[src/rtl/serial_adder_ctrl_if.sv]
// ----------------------------------------------------------------------------
// serial_adder_ctrl_if
//   Operand/result handshake bundle between an operand source/result consumer
//   and the serial_adder_ctrl sequencer.
//
//   Signals
//     start_valid   source -> ctrl   operands a/b/cin valid
//     start_ready   ctrl -> source   controller can accept operands
//     a, b          source -> ctrl   WIDTH-bit operands
//     cin           source -> ctrl   carry-in for bit 0
//     result_valid  ctrl -> consumer sum/cout/ovf valid
//     result_ready  consumer -> ctrl consumer accepts result
//     sum           ctrl -> consumer A+B+cin, low WIDTH bits
//     cout          ctrl -> consumer carry out of bit WIDTH-1
//     ovf           ctrl -> consumer signed overflow
//
//   Modports
//     master  operand source / result consumer side
//     slave   serial_adder_ctrl side
// ----------------------------------------------------------------------------
interface serial_adder_ctrl_if #(
   parameter int WIDTH = 8
);
   logic             start_valid;
   logic             start_ready;
   logic [WIDTH-1:0] a;
   logic [WIDTH-1:0] b;
   logic             cin;
   logic             result_valid;
   logic             result_ready;
   logic [WIDTH-1:0] sum;
   logic             cout;
   logic             ovf;

   modport master (
      output start_valid,
      output a,
      output b,
      output cin,
      output result_ready,
      input  start_ready,
      input  result_valid,
      input  sum,
      input  cout,
      input  ovf
   );

   modport slave (
      input  start_valid,
      input  a,
      input  b,
      input  cin,
      input  result_ready,
      output start_ready,
      output result_valid,
      output sum,
      output cout,
      output ovf
   );
endinterface : serial_adder_ctrl_if

[src/rtl/serial_adder_ctrl.sv]
// ----------------------------------------------------------------------------
// serial_adder_ctrl
//   Sequencer that time-shares one external 1-bit full adder across a
//   WIDTH-bit addition. Operands arrive over a valid/ready handshake, the
//   adder is driven one bit per clock LSB first with the carry rippled
//   through a register, and the sum/carry-out leave over a second
//   valid/ready handshake. Latency is WIDTH cycles from accept to
//   result_valid; with result_ready tied high one add completes every
//   WIDTH+2 cycles.
//
//   Parameters
//     WIDTH   operand/sum width in bits (>= 2)
//
//   Ports
//     clk      input   system clock, rising edge
//     rst_n    input   asynchronous active-low reset
//     bus      slave   operand/result handshake (serial_adder_ctrl_if)
//     fa_in1   output  to full adder input 1 (bit of A)
//     fa_in2   output  to full adder input 2 (bit of B)
//     fa_cin   output  to full adder carry-in
//     fa_sum   input   full adder sum (combinational)
//     fa_cout  input   full adder carry-out (combinational)
//     busy     output  high while an add is running or its result is held
//
//   Configuration
//     SERIAL_ADDER_OVF_EN  when defined, a register captures the carry into
//                          the MSB XOR the carry out of the MSB, giving the
//                          two's-complement overflow flag on bus.ovf. When
//                          undefined, bus.ovf is tied low.
// ----------------------------------------------------------------------------
module serial_adder_ctrl #(
   parameter int WIDTH = 8
) (
   input  logic                clk,
   input  logic                rst_n,
   serial_adder_ctrl_if.slave  bus,
   output logic                fa_in1,
   output logic                fa_in2,
   output logic                fa_cin,
   input  logic                fa_sum,
   input  logic                fa_cout,
   output logic                busy
);

   localparam int CNT_W = (WIDTH > 1) ? $clog2(WIDTH) : 1;
   localparam logic [CNT_W-1:0] CNT_LAST = CNT_W'(WIDTH - 1);
   localparam logic [CNT_W-1:0] CNT_ONE  = CNT_W'(1);

   typedef enum logic [1:0] {
      ST_IDLE = 2'b00,
      ST_RUN  = 2'b01,
      ST_DONE = 2'b10
   } state_t;

   state_t           state_r;
   state_t           state_nxt_s;
   logic             accept_s;
   logic             last_step_s;

   logic [CNT_W-1:0] cnt_r;
   logic [WIDTH-1:0] a_sh_r;
   logic [WIDTH-1:0] b_sh_r;
   logic [WIDTH-1:0] sum_sh_r;
   logic             carry_r;

   logic             start_ready_r;
   logic             result_valid_r;
   logic             busy_r;

   // FSM state register
   always_ff @(posedge clk or negedge rst_n) begin
      if (!rst_n) begin
         state_r <= ST_IDLE;
      end else begin
         state_r <= state_nxt_s;
      end
   end

   // FSM next-state decode and step strobes for the datapath
   always_comb begin
      state_nxt_s = state_r;
      accept_s    = 1'b0;
      last_step_s = 1'b0;
      case (state_r)
         ST_IDLE: begin
            // start_ready is high throughout IDLE, so start_valid alone
            // completes the operand handshake here.
            if (bus.start_valid) begin
               accept_s    = 1'b1;
               state_nxt_s = ST_RUN;
            end else begin
               state_nxt_s = ST_IDLE;
            end
         end
         ST_RUN: begin
            if (cnt_r == CNT_LAST) begin
               last_step_s = 1'b1;
               state_nxt_s = ST_DONE;
            end else begin
               state_nxt_s = ST_RUN;
            end
         end
         ST_DONE: begin
            if (bus.result_ready) begin
               state_nxt_s = ST_IDLE;
            end else begin
               state_nxt_s = ST_DONE;
            end
         end
         default: begin
            state_nxt_s = ST_IDLE;
         end
      endcase
   end

   // Handshake/status outputs registered from the next state so they are
   // glitch-free and exactly track the state register.
   always_ff @(posedge clk or negedge rst_n) begin
      if (!rst_n) begin
         start_ready_r  <= 1'b1;
         result_valid_r <= 1'b0;
         busy_r         <= 1'b0;
      end else begin
         start_ready_r  <= (state_nxt_s == ST_IDLE);
         result_valid_r <= (state_nxt_s == ST_DONE);
         busy_r         <= (state_nxt_s == ST_RUN) || (state_nxt_s == ST_DONE);
      end
   end

   // Operand shift registers, rippled carry, sum accumulator and bit counter
   always_ff @(posedge clk or negedge rst_n) begin
      if (!rst_n) begin
         cnt_r    <= '0;
         a_sh_r   <= '0;
         b_sh_r   <= '0;
         sum_sh_r <= '0;
         carry_r  <= 1'b0;
      end else if (accept_s) begin
         a_sh_r  <= bus.a;
         b_sh_r  <= bus.b;
         carry_r <= bus.cin;
         cnt_r   <= '0;
      end else if (state_r == ST_RUN) begin
         // Sum bits enter at the MSB end so after WIDTH steps bit 0 of the
         // add has reached sum_sh_r[0].
         sum_sh_r <= {fa_sum, sum_sh_r[WIDTH-1:1]};
         carry_r  <= fa_cout;
         a_sh_r   <= {1'b0, a_sh_r[WIDTH-1:1]};
         b_sh_r   <= {1'b0, b_sh_r[WIDTH-1:1]};
         // Counter parks at zero after the last step so it never passes
         // WIDTH-1.
         cnt_r    <= last_step_s ? {CNT_W{1'b0}} : (cnt_r + CNT_ONE);
      end
   end

`ifdef SERIAL_ADDER_OVF_EN
   logic ovf_r;

   // Signed overflow: carry into the MSB (fa_cin == carry_r) XOR carry out of it
   always_ff @(posedge clk or negedge rst_n) begin
      if (!rst_n) begin
         ovf_r <= 1'b0;
      end else if (last_step_s) begin
         ovf_r <= fa_cout ^ carry_r;
      end
   end

   assign bus.ovf = ovf_r;
`else
   assign bus.ovf = 1'b0;
`endif

   // Full adder inputs are gated by the registered state only, so there is
   // no combinational path from start_valid to the adder.
   assign fa_in1 = (state_r == ST_RUN) ? a_sh_r[0] : 1'b0;
   assign fa_in2 = (state_r == ST_RUN) ? b_sh_r[0] : 1'b0;
   assign fa_cin = (state_r == ST_RUN) ? carry_r   : 1'b0;

   assign bus.start_ready  = start_ready_r;
   assign bus.result_valid = result_valid_r;
   assign bus.sum          = sum_sh_r;
   assign bus.cout         = carry_r;
   assign busy             = busy_r;

endmodule : serial_adder_ctrl

[src/flat_wrapper.sv]
// flat-port wrapper written by rule: the top's interface ports become plain ports
module serial_adder_ctrl_flat 
#(
   parameter int WIDTH = 8
)
  (clk, rst_n, fa_in1, fa_in2, fa_cin, fa_sum, fa_cout, busy, bus_start_valid, bus_a, bus_b, bus_cin, bus_result_ready, bus_start_ready, bus_result_valid, bus_sum, bus_cout, bus_ovf);
  serial_adder_ctrl_if #(.WIDTH(WIDTH)) bus_i ();
  input  logic clk;
  input  logic rst_n;
  output logic fa_in1;
  output logic fa_in2;
  output logic fa_cin;
  input  logic fa_sum;
  input  logic fa_cout;
  output logic busy;
  input wire logic [$bits(bus_i.start_valid)-1:0] bus_start_valid;
  input wire logic [$bits(bus_i.a)-1:0] bus_a;
  input wire logic [$bits(bus_i.b)-1:0] bus_b;
  input wire logic [$bits(bus_i.cin)-1:0] bus_cin;
  input wire logic [$bits(bus_i.result_ready)-1:0] bus_result_ready;
  output wire logic [$bits(bus_i.start_ready)-1:0] bus_start_ready;
  output wire logic [$bits(bus_i.result_valid)-1:0] bus_result_valid;
  output wire logic [$bits(bus_i.sum)-1:0] bus_sum;
  output wire logic [$bits(bus_i.cout)-1:0] bus_cout;
  output wire logic [$bits(bus_i.ovf)-1:0] bus_ovf;
  assign bus_i.start_valid = bus_start_valid;
  assign bus_i.a = bus_a;
  assign bus_i.b = bus_b;
  assign bus_i.cin = bus_cin;
  assign bus_i.result_ready = bus_result_ready;
  assign bus_start_ready = bus_i.start_ready;
  assign bus_result_valid = bus_i.result_valid;
  assign bus_sum = bus_i.sum;
  assign bus_cout = bus_i.cout;
  assign bus_ovf = bus_i.ovf;
  serial_adder_ctrl #(.WIDTH(WIDTH)) u_core (.clk(clk), .rst_n(rst_n), .bus(bus_i), .fa_in1(fa_in1), .fa_in2(fa_in2), .fa_cin(fa_cin), .fa_sum(fa_sum), .fa_cout(fa_cout), .busy(busy));
endmodule
[config.mk]
export PLATFORM = sky130hd
export DESIGN_NAME = serial_adder_ctrl_flat
export DESIGN_NICKNAME = d
export VERILOG_FILES = /design/src/rtl/serial_adder_ctrl_if.sv /design/src/rtl/serial_adder_ctrl.sv /design/src/flat_wrapper.sv
export SDC_FILE = /design/constraint.sdc
export NUM_CORES = 1
export LEC_CHECK = 0
export ABC_AREA = 1
export BUFFER_PORTS_ARGS = -buffer_cell sky130_fd_sc_hd__buf_2
export CORE_ASPECT_RATIO = 2
export CORE_UTILIZATION = 45
export DETAILED_ROUTE_END_ITERATION = 16
export HOLD_SLACK_MARGIN = 0.06
export PLACE_DENSITY = 0.7
export SLEW_MARGIN = 20
export SYNTH_ARGS = -nofsm -noshare
export SYNTH_HDL_FRONTEND = slang
export SYNTH_SLANG_ARGS = --single-unit
[constraint.sdc]
create_clock -name clk -period 3 [get_ports clk]
set_input_delay 0 -clock clk [delete_from_list [all_inputs] [get_ports clk]]
set_output_delay 0 -clock clk [all_outputs]
set_load 0.01 [all_outputs]
# Word-level counts from Yosys, hierarchy flattened
# Cells that the tools add are included.
# totals
wordCells,41
register_bits,33
output_inout_bits,16
input_bits,23
# op_classes
addsub,1
bitwise_logic,1
n_eq_ne,5
n_reduce_logical,5
muxes,20
# ops
operator,n
$mux W8,4
$mux W1,10
$mux W3,3
$pmux W2 S3,1
$eq A2 B1 Y1 const B,2
$eq A2 B2 Y1 const B,2
$logic_not A2 Y1,2
$mux W2,2
$add A3 B1 Y3 const B,1
$eq A3 B3 Y1 const B,1
$reduce_and A2 Y1,1
$reduce_bool A2 Y1,1
$logic_or A1 B1 Y1,1
$not A1 Y1,1

# Longest topological paths before layout
# depth
word_depth,6
depth_mapped,7
ltp_nobuf,7

# Worst setup path before layout
# No wires, ideal clock.
# synth_timing
path_type,register to register
start,register u_core.cnt_r[0]
end,register u_core.busy_r (netlist: u_core.busy)
arrival_time_ns,1.260
path_slack_ns,1.614
period_less_slack_ns,1.386
path_stages_with_launch,8
required_ns,2.874
setup_ns,0.126
n_path_buf,0
cell_sequence,dfrtp_1 -> ha_1 -> ha_1 -> inv_1 -> nand3_1 -> nand2_1 -> inv_1 -> ha_1
# synth_between
elab_chain_len,5
word_cells_on_any_way,6
classes_between,3 x eq/ne; 2 x mux; 1 x reduce/logical
# synth_lines
element,line_no,source
"start, declared",serial_adder_ctrl.sv:60,logic [CNT_W-1:0] cnt_r;
"start signal, assigned",serial_adder_ctrl.sv:152,cnt_r <= last_step_s ? {CNT_W{1'b0}} : (cnt_r + CNT_ONE);
$eq A3 B3 Y1 *,serial_adder_ctrl.sv:96,if (cnt_r == CNT_LAST) begin
$mux W2 *,serial_adder_ctrl.sv:96,
$pmux W2 S3 *,serial_adder_ctrl.sv:84,case (state_r)
net u_core.state_nxt_s[0],serial_adder_ctrl.sv:56,state_t state_nxt_s;
$eq A2 B1 Y1 / $eq A2 B2 Y1 (equally long branches),serial_adder_ctrl.sv:126,busy_r <= (state_nxt_s == ST_RUN) || (state_nxt_s == ST_DONE);
$logic_or A1 B1 Y1 *,serial_adder_ctrl.sv:126,
"end signal, assigned",serial_adder_ctrl.sv:126,
"end, declared",serial_adder_ctrl.sv:68,logic busy_r;
# The timed path passes the listed nets; every way through them passes the cells marked *.
# A chain may end at the register's enable or synchronous reset.

# Worst setup path in the final report
# layout_timing
start,register u_core.state_r[1]
end,register u_core.carry_r (netlist: u_core.bus.cout)
# layout_between
elab_chain_len,3
word_cells_on_any_way,5
classes_between,1 x eq/ne; 2 x mux; 2 x reduce/logical
# layout_lines
element,line_no,source
"start, declared",serial_adder_ctrl.sv:55,state_t state_r;
"start signal, assigned",serial_adder_ctrl.sv:75,state_r <= state_nxt_s;
$logic_not A2 Y1,serial_adder_ctrl.sv:84,
$mux W1,serial_adder_ctrl.sv:84,
$mux W1 / $reduce_bool A2 Y1 (equally long branches),-,
"end signal, assigned",serial_adder_ctrl.sv:141,carry_r <= bus.cin;
"end signal, assigned",serial_adder_ctrl.sv:147,carry_r <= fa_cout;
"end, declared",serial_adder_ctrl.sv:64,logic carry_r;
# Several ways; a longest one is shown, not always the timed one.

==> results_dict.tcl <==
set metrics [dict create \
    status "finished clean" \
    fp.dieW_um 42.69 \
    wirelength_um 3182 \
    ir_drop_uv 539.4 \
    drt-vias-per-instance 5.290 \
    slew_violations 0 \
    final.setup_skew_ns 0.007987 \
    area_delta_synth_final_pct 29.47 \
    dpl_cell_area_um2 1647 \
    die_y_um 83.38 \
    cts_tree "done" \
    rows 29 \
    fin_crit_sh 0.6762 \
    clockBufferDepth 2 \
    drt_iter0_drc 51 \
    critPathKind "reg2reg" \
    rsz0062_at_grt "no" \
    route.detailed.drc 0 \
    stdcell_area_um2 1929 \
    fin_crit_ns 2.029 \
    overflow 0 \
    power.density_nw_per_um2 889.0 \
    cts_setup_buffers 0 \
    nNetsFinal 250 \
    core_um2 3157 \
    clockRootBuffer "clkbuf_8" \
    grt_max_degree 34 \
    synth_cell_types 17 \
    cp_max_fo 32 \
    antenna_found_initial 0 \
    dr.pass1.iters 4 \
    syn_inst 169 \
    worstSetupEndpointType "register" \
    fmax_mhz 492.9 \
    initial_core_util 0.4721 \
    diodes 0 \
    final_common_cell "nand3_1" \
    ys.warnings.count 0 \
    hold_class "in2reg" \
    grt_usage 0.2034 \
    clock_sinks 33 \
    htree_num_levels 2 \
    cp.arrival_ns 2.25 \
    cts.clk_slew.worst_paths_ns 0.07 \
    crit_required_ns 3.22 \
    relSlewSlack 0.5196 \
    hold_viol 0 \
    fin_ws_ns 0.9713 \
    setup_viol 0 \
    syn_area_um2 1490 \
    seq_area_um2 827.0 \
    port_buffers 37 \
    final_cell_mix "nand3_1, nand2_1, buf_2" \
    clock_latency_ns 0.28 \
    leakage_nw 1.030 \
    crit_path_cell_trace "inv_2 > nand2_2 > inv_4 > nand2_1 > nand3_1 > dlygate4sd3_1" \
    via_count 1349 \
    tightest_slew_ns 0.7205 \
    place_congestion 0.7408 \
    grt_pass1_wl_um 5485 \
    place_hpwl_um 2037 \
    tns_ns 0 \
    ys_ff_latch 33 \
    grt_pass1_vias 1297 \
    n_fill_cell 292 \
    final_util 0.6112 \
    crit_path_top_delay_cell "dlygate4sd3_1" \
    cts_made_buffers 5 \
    yosysSeqAreaShare 0.5550 \
    ant_nets 0 \
    multi_input_area_um2 536.8 \
    synth_fp_nets 196 \
    wl_per_cell_um 12.48 \
    pre_cts_ws_ns 1.220 \
    start_kind "register" \
    cpPeakStageDelay_ns 0.55 \
    ios 39 \
    max-cap-violations 0 \
    syn_avg_cell_area_um2 8.818 \
    dieArea_um2 3559 \
    drive_above_1_share 0.2232 \
]
## power breakdown
part	total [mW]	leakage, nW	internal (mW)	switching (mW)
clock network	0.317	0.0450	0.161	0.156
registers	0.732	0.418	0.628	0.105
logic	0.666	0.567	0.250	0.416
## area by class of cell
type | count | area share
clock buffers | 6 | 0.03761
clock inverters | 2 | 0.005188
flip-flops and latches | 33 | 0.4287
repair buffers | 57 | 0.1997
well taps | 31 | 0.02010
inverters | 15 | 0.03048
multi-input cells | 111 | 0.2782
## worst max-delay path, delay by kind of cell (launching register included)
family | cells | cell delay, ns
flip-flops | 1 | 0.42
AND/OR/NAND/NOR | 3 | 0.52
buffers and inverters | 3 | 1.03
## synth_stat cells
library cell   n  area [µm²]
inv_2          1       3.750
o21ai_0        1       5.000
conb_1         1       3.750
inv_4          1       6.260
dfstp_2        1       26.28
buf_2          6       30.03
nand2_1       40       150.1
nor2_4         1       11.26
o21ai_1        6       30.03
ha_1           4       50.05
dfrtp_1       32       800.8
buf_6          2       22.52
inv_1         13       48.80
nor2_1         5       18.77
nand3_1       51       255.2
nand2_2        2       12.51
buf_4          2       15.01
## final timing paths
check | depth (start not counted) | startpoint | slack (ns) | endpoint
setup / recovery | 6 | u_core.state_r[1]$_DFF_PN0_ | 0.97 | u_core.bus.cout$_DFFE_PN0P_
hold / removal | 4 | bus_result_ready | 0.08 | u_core.state_r[1]$_DFF_PN0_
setup reg to reg | 6 | u_core.state_r[1]$_DFF_PN0_ | 0.97 | u_core.bus.cout$_DFFE_PN0P_
hold reg to reg | 2 | u_core.bus.sum[0]$_DFFE_PN0P_ | 0.49 | u_core.bus.sum[0]$_DFFE_PN0P_
max in group asynchronous | 2 | rst_n | 2.23 | u_core.state_r[0]$_DFF_PN0_
min in group asynchronous | 2 | rst_n | 0.31 | u_core.bus.cout$_DFFE_PN0P_
## logic make-up after synthesis
family                     Yosys count  share of synthesized area
AOI/OAI and AO/OA                    7                    0.02351
adders and majority gates            4                    0.03359
buffers and inverters               25                    0.08480
DFF                                 33                     0.5550
other                                1                   0.002516
and+or+nand+nor                     99                     0.3006
## what timing repair did
action | 4_1_cts | 5_1_grt
hold buffers | 20 | 0
gates resized for setup | 0 | 0
endpoints found under the hold margin | 50 | 0
## layer usage
metal,wire length [µm],GRT usage
met5,0,0
met4,120,0.1165
met3,151,0.05217
met2,1694,0.3347
met1,1216,0.2282
## through the flow
step | power [mW] | cells | hold slack [ns]
after floorplan | 1.221 | 169 | -0.2956
after global placement | 1.358 | 227 | 0.09268
after detailed placement | 1.385 | 227 | 0.09876
after CTS | 1.735 | 255 | 0.09359
after global routing | 1.864 | 255 | 0.1275
final | 1.715 | 255 | 0.08351
## flip-flops by register name (all words and copies together) (netlist names)
| signal | flops |
|---|---|
| u_core.a_sh_r | 8 |
| u_core.b_sh_r | 8 |
| u_core.bus.cout | 1 |
| u_core.bus.result_valid | 1 |
| u_core.bus.start_ready | 1 |
| u_core.bus.sum | 8 |
| u_core.busy | 1 |
| u_core.cnt_r | 3 |
| u_core.state_r | 2 |
(Power assumes the default switching activity.)
